`src/rtl/reg_op_sequencer_pkg.sv`:
```
// Shared opcode, state and width definitions for the register/ALU micro-sequencer.
package seq_pkg;

  localparam int DEF_DATA_W = 4;
  localparam int DEF_OC_W   = 3;
  localparam int DEF_CNT_W  = 2;

  localparam logic [3:0] OP_NOP = 4'd0;
  localparam logic [3:0] OP_CLR = 4'd1;
  localparam logic [3:0] OP_LDI = 4'd2;
  localparam logic [3:0] OP_INC = 4'd3;
  localparam logic [3:0] OP_DEC = 4'd4;
  localparam logic [3:0] OP_SHR = 4'd5;
  localparam logic [3:0] OP_SHL = 4'd6;
  localparam int         OP_ALU_BIT = 3;

  typedef enum logic [2:0] {
    S_IDLE,
    S_ISSUE,
    S_SHIFT,
    S_ALU_RD,
    S_ALU_WB,
    S_DONE
  } seq_state_t;

endpackage

```
`src/rtl/reg_op_sequencer.sv`:
```
// Expands one handshaked command into register control pulses / ALU write-back,
// then signals completion with a done pulse carrying the register value.
module reg_op_sequencer
  import seq_pkg::*;
#(
  parameter int DATA_W = DEF_DATA_W,
  parameter int OC_W   = DEF_OC_W,
  parameter int CNT_W  = DEF_CNT_W
) (
  input  logic              clk,
  input  logic              rst,
  input  logic              cmd_valid,
  output logic              cmd_ready,
  input  logic [3:0]        cmd_op,
  input  logic [DATA_W-1:0] cmd_imm,
  input  logic [CNT_W-1:0]  cmd_cnt,
  input  logic              cmd_fill,
  input  logic [DATA_W-1:0] reg_out,
  input  logic [DATA_W-1:0] alu_f,
  output logic              reg_cl,
  output logic              reg_ld,
  output logic              reg_inc,
  output logic              reg_dec,
  output logic              reg_sr,
  output logic              reg_sl,
  output logic              reg_ir,
  output logic              reg_il,
  output logic [DATA_W-1:0] reg_in,
  output logic [OC_W-1:0]   alu_oc,
  output logic [DATA_W-1:0] alu_a,
  output logic [DATA_W-1:0] alu_b,
  output logic              done,
  output logic [DATA_W-1:0] result
);

  seq_state_t        state_q, state_d;
  logic [3:0]        op_q, op_d;
  logic [DATA_W-1:0] imm_q, imm_d;
  logic [CNT_W-1:0]  cnt_q, cnt_d;
  logic              fill_q, fill_d;
  logic [DATA_W-1:0] result_q, result_d;

  always_ff @(posedge clk) begin
    if (rst) begin
      state_q  <= S_IDLE;
      op_q     <= '0;
      imm_q    <= '0;
      cnt_q    <= '0;
      fill_q   <= 1'b0;
      result_q <= '0;
    end else begin
      state_q  <= state_d;
      op_q     <= op_d;
      imm_q    <= imm_d;
      cnt_q    <= cnt_d;
      fill_q   <= fill_d;
      result_q <= result_d;
    end
  end

  always_comb begin
    state_d   = state_q;
    op_d      = op_q;
    imm_d     = imm_q;
    cnt_d     = cnt_q;
    fill_d    = fill_q;
    result_d  = result_q;
    cmd_ready = 1'b0;
    reg_cl    = 1'b0;
    reg_ld    = 1'b0;
    reg_inc   = 1'b0;
    reg_dec   = 1'b0;
    reg_sr    = 1'b0;
    reg_sl    = 1'b0;
    reg_ir    = 1'b0;
    reg_il    = 1'b0;
    reg_in    = '0;
    alu_oc    = '0;
    alu_a     = '0;
    alu_b     = '0;
    done      = 1'b0;

    unique case (state_q)
      S_IDLE: begin
        cmd_ready = 1'b1;
        if (cmd_valid) begin
          op_d   = cmd_op;
          imm_d  = cmd_imm;
          cnt_d  = cmd_cnt;
          fill_d = cmd_fill;
          if (cmd_op[OP_ALU_BIT])                         state_d = S_ALU_RD;
          else if (cmd_op == OP_SHR || cmd_op == OP_SHL)  state_d = S_SHIFT;
          else                                            state_d = S_ISSUE;
        end
      end
      S_ISSUE: begin
        case (op_q)
          OP_CLR:  reg_cl  = 1'b1;
          OP_LDI: begin
            reg_ld = 1'b1;
            reg_in = imm_q;
          end
          OP_INC:  reg_inc = 1'b1;
          OP_DEC:  reg_dec = 1'b1;
          default: ;
        endcase
        state_d = S_DONE;
      end
      S_SHIFT: begin
        if (op_q == OP_SHR) begin
          reg_sr = 1'b1;
          reg_ir = fill_q;
        end else begin
          reg_sl = 1'b1;
          reg_il = fill_q;
        end
        if (cnt_q == '0) state_d = S_DONE;
        else             cnt_d   = cnt_q - CNT_W'(1);
      end
      S_ALU_RD, S_ALU_WB: begin
        alu_oc = op_q[OC_W-1:0];
        alu_a  = reg_out;
        alu_b  = imm_q;
        if (state_q == S_ALU_WB) begin
          reg_ld  = 1'b1;
          reg_in  = alu_f;
          state_d = S_DONE;
        end else begin
          state_d = S_ALU_WB;
        end
      end
      S_DONE: begin
        done     = 1'b1;
        result_d = reg_out;
        state_d  = S_IDLE;
      end
      default: state_d = S_IDLE;
    endcase
  end

  // The register has already absorbed the update when DONE is entered, so the
  // live value is forwarded during the done cycle and held from then on.
  assign result = (state_q == S_DONE) ? reg_out : result_q;

endmodule

```
`config.mk`:
```
export PLATFORM = sky130hd
export DESIGN_NAME = reg_op_sequencer
export DESIGN_NICKNAME = d
export VERILOG_FILES = /design/src/rtl/reg_op_sequencer_pkg.sv /design/src/rtl/reg_op_sequencer.sv
export SDC_FILE = /design/constraint.sdc
export NUM_CORES = 1
export LEC_CHECK = 0
export CAP_MARGIN = 30
export CORE_MARGIN = 8
export CORE_UTILIZATION = 41
export CTS_CLUSTER_SIZE = 10
export DETAILED_ROUTE_END_ITERATION = 7
export PLACE_DENSITY = 0.81
export SLEW_MARGIN = 20
export SYNTH_ARGS = -nofsm -noshare
export SYNTH_HDL_FRONTEND = slang
export SYNTH_SLANG_ARGS = --single-unit
export TNS_END_PERCENT = 1
```
`constraint.sdc`:
```
create_clock -name clk -period 5.7 [get_ports clk]
set_input_delay 1.71 -clock clk [delete_from_list [all_inputs] [get_ports clk]]
set_output_delay 1.71 -clock clk [all_outputs]
set_load 0.01 [all_outputs]
```
Word-level counts from Yosys, hierarchy flattened
Index checks and enable logic that the tools add are counted. Widths: inputs -> output; s select.

Add/sub/neg operators: 1. Eq/ne operators: 15. Mux-type cells: 35. Reductions and logical operators: 8.

Operators with widths (count): $mux 4 (5); $mux 1 (19); $eq 4x3->1 const B (4); $pmux 3 s4 (1); $mux 3 (3); $eq 4x2->1 const B (2); $mux 2 (4); $pmux 4 s2 (1); $eq 3x2->1 const B (2); $eq 3x3->1 const B (2); $ne 2x2->1 const B (3); $eq 4x1->1 const B (1); $pmux 2 s2 (1); $reduce_and 2->1 (2); $eq 3x1->1 const B (1); $logic_not 3->1 (1); $reduce_and 3->1 (1); $logic_not 2->1 (1); $pmux 1 s2 (1); $reduce_bool 2->1 (1); $reduce_or 2->1 (1); $sub 2x1->2 const B (1); $logic_or 1x1->1 (1).

Bits in registers: 18. Bits of input ports: 22. Output and inout bits: 29.

Depth between registers and ports, before layout
Gate-level depths: netlist of the first run.

Word-level depth: 6. Gate-level depth with buffers: 5. Gate-level depth less buffers: 5.

Least setup slack after synthesis of the first run
OpenSTA, ideal clock, no wires.

Kind: input port to output port. From: in reg_out[0]. To: out result[0]. Arrival time: 1.988 ns. Path slack: 2.002 ns. Cell stages on the path: 1. Path buffers: 0. Cell sequence: mux2_2.

Cells in the longest elaborated chain, start to end: 1.

Ends and longest elaborated chain: start: declaration (line reg_op_sequencer.sv:18) `input logic [DATA_W-1:0] reg_out,`; $mux 4; end: declaration (line reg_op_sequencer.sv:33) `output logic [DATA_W-1:0] result`.

No other way between the ends.

Final worst setup path of the first run
Same ends and word-level chain as after synthesis.

==> impl_metrics.env, run 1 <==
export IMPL_htree_num_levels=1
export IMPL_hpwlAfterDp_um=2360
export IMPL_grt_max_degree=15
export IMPL_synthArstFlopShare_pct=0
export IMPL_hold_viol_final=0
export IMPL_final_util_pct=64.7
export IMPL_fmax_ghz=0.218
export IMPL_cp_slowest_stage_delay_ns=0.48
export IMPL_yosysSeqAreaShare_pct=34.8
export IMPL_worstPathArrival_ns=2.88
export IMPL_clockPowerShare_pct=15.1
export IMPL_drive_gt1_share_pct=8.28
export IMPL_setup_tns_ns=0
export IMPL_r2r_cells=3
export IMPL_rows=18
export IMPL_ys_warnings_count=0
export IMPL_holdBufCountCts=0
export IMPL_drtIter0Drc=28
export IMPL_initial_utilization_pct=42.5
export IMPL_cp_cell_sequence="clkdlybuf4s50_1 -> mux2_2 -> clkdlybuf4s50_1"
export IMPL_r2r_start="state_q[1]"
export IMPL_hold_class="reg -> reg"
export IMPL_die_x_um=66.2
export IMPL_p_int_w=0.000321
export IMPL_grt_pass1_vias=1023
export IMPL_fin_crit_ns=4.59
export IMPL_end_kind="primary output"
export IMPL_clk_latency_ns=0.29
export IMPL_vias=1026
export IMPL_synth_edf_count=0
export IMPL_p_per_area_nw_per_um2=325
export IMPL_ctsLongestPathBuffers=2
export IMPL_gp_congestion=0.735
export IMPL_r2r_setup_slack_ns=3.85
export IMPL_design_core_area_um2=2430
export IMPL_post_cts_resized=0
export IMPL_setup_viol=0
export IMPL_critPathTopFamily="buffers and inverters"
export IMPL_cts_reportedPaths_clkPinSlew_ns=0.10
export IMPL_syn_avg_cell_area_um2=8.48
export IMPL_cp_max_fo=2
export IMPL_synth_ff_type="dfxtp_1"
export IMPL_p_leak_nw=0.600
export IMPL_hold_end="fill_q"
export IMPL_die_area_um2=4390
export IMPL_syn_instance_count=122
export IMPL_synth_top_area_cell="dfxtp_1"
export IMPL_netlist_area_leader_share_pct=34.8
export IMPL_remaining_drc_errors=0
export IMPL_synth_distinct_cells=38
export IMPL_cts_root_buffer="clkbuf_4"
export IMPL_cts_tree="done"
export IMPL_slowest_stage="clkdlybuf4s50_1"
export IMPL_cts_sinks=18
export IMPL_path_class="in -> out"
export IMPL_outcome="finished clean"
export IMPL_worst_pin_slew_ns=0.884
export IMPL_finish_instance_area_um2=1570
export IMPL_cts_setup_buffers=0
export IMPL_cp_common_cell="clkdlybuf4s50_1"
export IMPL_maxSlewHeadroom_pct=40.9
export IMPL_ir_drop_uv=251
export IMPL_grt_ovfl_total=0
export IMPL_antenna_found_initial=0
export IMPL_min_from="fill_q"
export IMPL_whs_ns=0.480
export IMPL_finalNetCount=193
export IMPL_min_period_over_period_pct=80.5
export IMPL_die_y_um=66.2
export IMPL_area_delta_synth_final_pct=52.0
export IMPL_maxSlewViolCount=0
export IMPL_cts_made_buffers=3
export IMPL_rsz0062_at_grt="false"
export IMPL_synth_nets=145
export IMPL_post_drt_wl_per_cell_um=14.8
export IMPL_yosys_top_cells_area="dfxtp_1 35%, and2_1 10%, nand2_1 6.9%, a21oi_1 5.3%, mux2_2 4.4%"
export IMPL_grt_usage_pct=13.2
export IMPL_skew_ns=0.00607
export IMPL_vias_per_cell=5.16
export IMPL_grt_pass1_wl_um=4750
export IMPL_p_switching_w=0.000190
export IMPL_diodes=0
export IMPL_ant_nets=0
export IMPL_portBuffers=50
export IMPL_yosysMostFrequentCell="nand2_1"
export IMPL_whs_path_depth=2
export IMPL_placed_area_um2=1540
export IMPL_cp_required_ns=3.99
export IMPL_drv_cap=0
export IMPL_switching_share_pct=37.2
export IMPL_ys_top_cells_by_count="19 x nand2_1, 18 x dfxtp_1, 17 x and2_1, 11 x a21oi_1, 6 x inv_1"
export IMPL_seq_power_share_pct=38.0
export IMPL_n_fill_cell=216
export IMPL_r2r_end="cnt_q[0]"
export IMPL_combPwrFrac_pct=46.9
export IMPL_critPathBufInv=2
export IMPL_drt_wl_total_um=2940
export IMPL_synth_seq_cells=18
export IMPL_dr_pass1_iters=4
export IMPL_setup_worst_path_start_class="input port"
export IMPL_boundaryPins=51
export IMPL_synth_area_um2=1030
==> layout make-up <==
class | count | area [um2] | share of cell area [%]
clock buffer | 4 | 36.3 | 2.31
timing repair buffer | 50 | 500 | 31.8
tap | 30 | 37.5 | 2.39
inverter | 6 | 22.5 | 1.43
multi-input combinational | 91 | 616 | 39.1
sequential | 18 | 360 | 22.9
==> worst max-delay path by stage <==
stage | startpoint | endpoint | cells past startpoint
2_1_floorplan | reg_out[0] | result[0] | 1
3_3_place_gp | reg_out[0] | result[0] | 3
3_5_place_dp | reg_out[2] | result[2] | 3
4_1_cts | reg_out[0] | result[0] | 3
5_1_grt | reg_out[3] | result[3] | 3
6_report | reg_out[0] | result[0] | 3
==> stage by stage <==
stage               power, W  std cells  setup WS [ns]
CTS                 0.000516        199           1.10
detailed placement  0.000438        195           1.10
floorplan           0.000338        122           2.00
global placement    0.000429        195           1.11
finish              0.000511        199           1.11
global route        0.000550        199           1.07
==> sequential cells by signal, summed over array words and instances, names as in the netlist <==
register,count
imm_q,4
op_q,4
result_q,4
state_q,3
cnt_q,2
fill_q,1
==> layout by cell type, fill, tap and decap left out, types with 2 or more instances in the layout <==
master	Yosys	routed
clkdlybuf4s50_1	0	50
nor2_1	4	4
a22o_1	4	4
inv_1	6	6
clkbuf_4	0	3
a21oi_1	11	11
nor4b_1	4	4
and2_1	17	17
dfxtp_1	18	18
mux2_2	4	4
nor3_1	3	3
or2_2	2	2
nand2_1	19	19
==> power by group through the flow <==
stage	clock [W]	sequential [W]	combinational [W]
final	0.0000774	0.000194	0.000240
after global routing	0.0000852	0.000199	0.000266
after CTS	0.0000800	0.000193	0.000243
after detailed placement	0	0.000196	0.000242
after global placement	0	0.000193	0.000236
after floorplan	0	0.000171	0.000166
==> routing by layer <==
layer	global-route usage (%)	vias up	share of wire, %
met3	4.41	2	8.1
met2	23.0	28	48
met1	15.0	477	43
li1	-	519	-
met5	0	-	0
met4	3.20	0	0.51
==> tightest hold or removal path, stage by stage (launching register included) <==
cell and delay (ns):
dfxtp_1 0.33, nand2_1 0.06, a21oi_1 0.05
==> logic make-up after synthesis <==
logic type	Yosys count	share of synthesized area, %
AOI/OAI and AO/OA	23	14.8
xor gates and xnor gates	1	0.847
buffers and inverters	13	5.68
muxes	4	4.35
DFF	18	34.8
and+or+nand+nor	61	37.4
adders and majority gates	2	2.18
No activity file was read; power rests on OpenSTA's default activity.
==> run 2: changes to the inputs <==
--- a/config.mk
+++ b/config.mk
@@ -7,10 +7,10 @@
 export LEC_CHECK = 0
 export CAP_MARGIN = 30
 export CORE_MARGIN = 8
-export CORE_UTILIZATION = 41
+export CORE_UTILIZATION = 36
 export CTS_CLUSTER_SIZE = 10
 export DETAILED_ROUTE_END_ITERATION = 7
-export PLACE_DENSITY = 0.81
+export PLACE_DENSITY = 0.76
 export SLEW_MARGIN = 20
 export SYNTH_ARGS = -nofsm -noshare
 export SYNTH_HDL_FRONTEND = slang
==> constraint.sdc (replaced) <==
create_clock -name clk -period 4.1 [get_ports clk]
set_input_delay 1.23 -clock clk [delete_from_list [all_inputs] [get_ports clk]]
set_output_delay 1.23 -clock clk [all_outputs]
set_load 0.01 [all_outputs]
==> impl_metrics.env, run 2 (synthesis results as in run 1) <==
export IMPL_cts_root_buffer="clkbuf_4"
export IMPL_hold_class="reg -> reg"
export IMPL_maxSlewHeadroom_pct=61.3
export IMPL_cts_sinks=18
export IMPL_fin_crit_ns=3.74
export IMPL_diodes=0
export IMPL_cts_tree="done"
export IMPL_top_regs="imm_q (4), op_q (4), result_q (4)"
export IMPL_worst_pin_slew_ns=0.580
export IMPL_post_cts_resized=0
export IMPL_portBuffers=50
export IMPL_gp_congestion=0.833
export IMPL_grt_max_degree=15
export IMPL_cts_setup_buffers=0
export IMPL_rsz0062_at_grt="false"
export IMPL_rows=19
export IMPL_maxSlewViolCount=0
export IMPL_dr_pass1_iters=4
export IMPL_seq_power_share_pct=37.3
export IMPL_drv_cap=0
export IMPL_grt_pass1_vias=1075
export IMPL_p_switching_w=0.000270
export IMPL_grt_usage_pct=12.4
export IMPL_drive_gt1_share_pct=9.36
export IMPL_setup_worst_path_start_class="register"
export IMPL_cp_cell_sequence="or4b_4 -> nor4b_4 -> a22o_1 -> clkdlybuf4s50_1"
export IMPL_hold_viol_final=0
export IMPL_p_int_w=0.000455
export IMPL_worstPathArrival_ns=2.51
export IMPL_cp_slowest_stage_delay_ns=0.59
export IMPL_vias_per_cell=5.24
export IMPL_setup_viol=0
export IMPL_drt_wl_total_um=3040
export IMPL_skew_ns=0.00106
export IMPL_finalNetCount=195
export IMPL_grt_ovfl_total=0
export IMPL_n_fill_cell=255
export IMPL_grt_pass1_wl_um=5160
export IMPL_die_x_um=69.6
export IMPL_ir_drop_uv=273
export IMPL_holdBufCountCts=0
export IMPL_vias=1058
export IMPL_initial_utilization_pct=37.8
export IMPL_cts_made_buffers=3
export IMPL_dp_slack_ns=0.447
export IMPL_clockPowerShare_pct=15.1
export IMPL_hpwlAfterDp_um=2410
export IMPL_post_drt_wl_per_cell_um=15.0
export IMPL_antenna_found_initial=0
export IMPL_seq_area_um2=360
export IMPL_layout_common_cells="50 x clkdlybuf4s50_1, 19 x nand2_1, 18 x dfxtp_1, 17 x and2_1, 11 x a21oi_1"
export IMPL_place_inst=198
export IMPL_clk_latency_ns=0.29
export IMPL_path_class="reg -> out"
export IMPL_ant_nets=0
export IMPL_design_core_area_um2=2730
export IMPL_remaining_drc_errors=0
export IMPL_final_util_pct=58.1
export IMPL_multi_input_area_um2=616
export IMPL_outcome="finished clean"
export IMPL_ctsLongestPathBuffers=2
export IMPL_cp_required_ns=2.87
export IMPL_fmax_ghz=0.267
export IMPL_switching_share_pct=37.2
export IMPL_drtIter0Drc=37
export IMPL_cp_max_fo=13
export IMPL_fin_cells=202
export IMPL_p_leak_nw=0.611
export IMPL_htree_num_levels=1
export IMPL_slowest_stage="dfxtp_1"
export IMPL_setup_tns_ns=0
export IMPL_end_kind="primary output"
export IMPL_boundaryPins=51
export IMPL_cts_reportedPaths_clkPinSlew_ns=0.10
export IMPL_final_setup_worst_slack_ns=0.359
export IMPL_min_period_over_period_pct=91.2
export IMPL_combPwrFrac_pct=47.7
export IMPL_p_per_area_nw_per_um2=456
export IMPL_die_area_um2=4850
export IMPL_area_delta_synth_final_pct=53.6
export IMPL_die_y_um=69.6
export IMPL_final_common_cell="clkdlybuf4s50_1"
[run 2: cell count changes in the layout (fill, tap and decap cells not counted), sizes merged]
cell and delta:
buf +2
[run 2: layer usage]
metal / vias up / track usage, % / part of all wire, %
li1: 523 / - / -
met1: 497 / 14.1 / 44
met2: 33 / 20.5 / 47
met3: 5 / 5.29 / 8.1
met4: 0 / 3.35 / 0.92
met5: - / 0 / 0
[run 2: worst paths after layout]
check / from / to / slack [ns] / depth (start not counted)
hold reg to reg: fill_q / fill_q / 0.48 / 2
setup reg to reg: state_q[0] / cnt_q[1] / 2.41 / 3
hold / removal: fill_q / fill_q / 0.48 / 2
setup / recovery: state_q[0] / reg_in[0] / 0.36 / 4
[run 2: through the flow]
step / area [um2] / total power [W] / hold slack, ns
3_3_place_gp: 1550 / 0.000610 / 0.455
5_1_grt: 1590 / 0.000778 / 0.503
6_report: 1590 / 0.000725 / 0.475
3_5_place_dp: 1550 / 0.000622 / 0.464
2_1_floorplan: 1030 / 0.000469 / 0.440
4_1_cts: 1590 / 0.000734 / 0.482
[run 2: layout make-up]
type	instances	share of cell area (%)
timing repair buffer	52	32.4
multi-input combinational	91	38.7
clock buffer	4	2.28
sequential	18	22.7
inverter	6	1.42
tap	31	2.44
[run 2: critical path, delay by kind of cell (launching register included)]
family | cells | cell delay [ns]
compound gates | 1 | 0.19
flops | 1 | 0.59
buf+inv | 1 | 0.54
simple gates | 2 | 0.89
[run 2: power by group through the flow]
stage               sequential [W]  clock [W]  combinational, W
global placement          0.000270          0          0.000340
finish                    0.000270   0.000109          0.000346
detailed placement        0.000274          0          0.000349
CTS                       0.000270   0.000114          0.000350
global route              0.000279   0.000120          0.000380
floorplan                 0.000238          0          0.000231
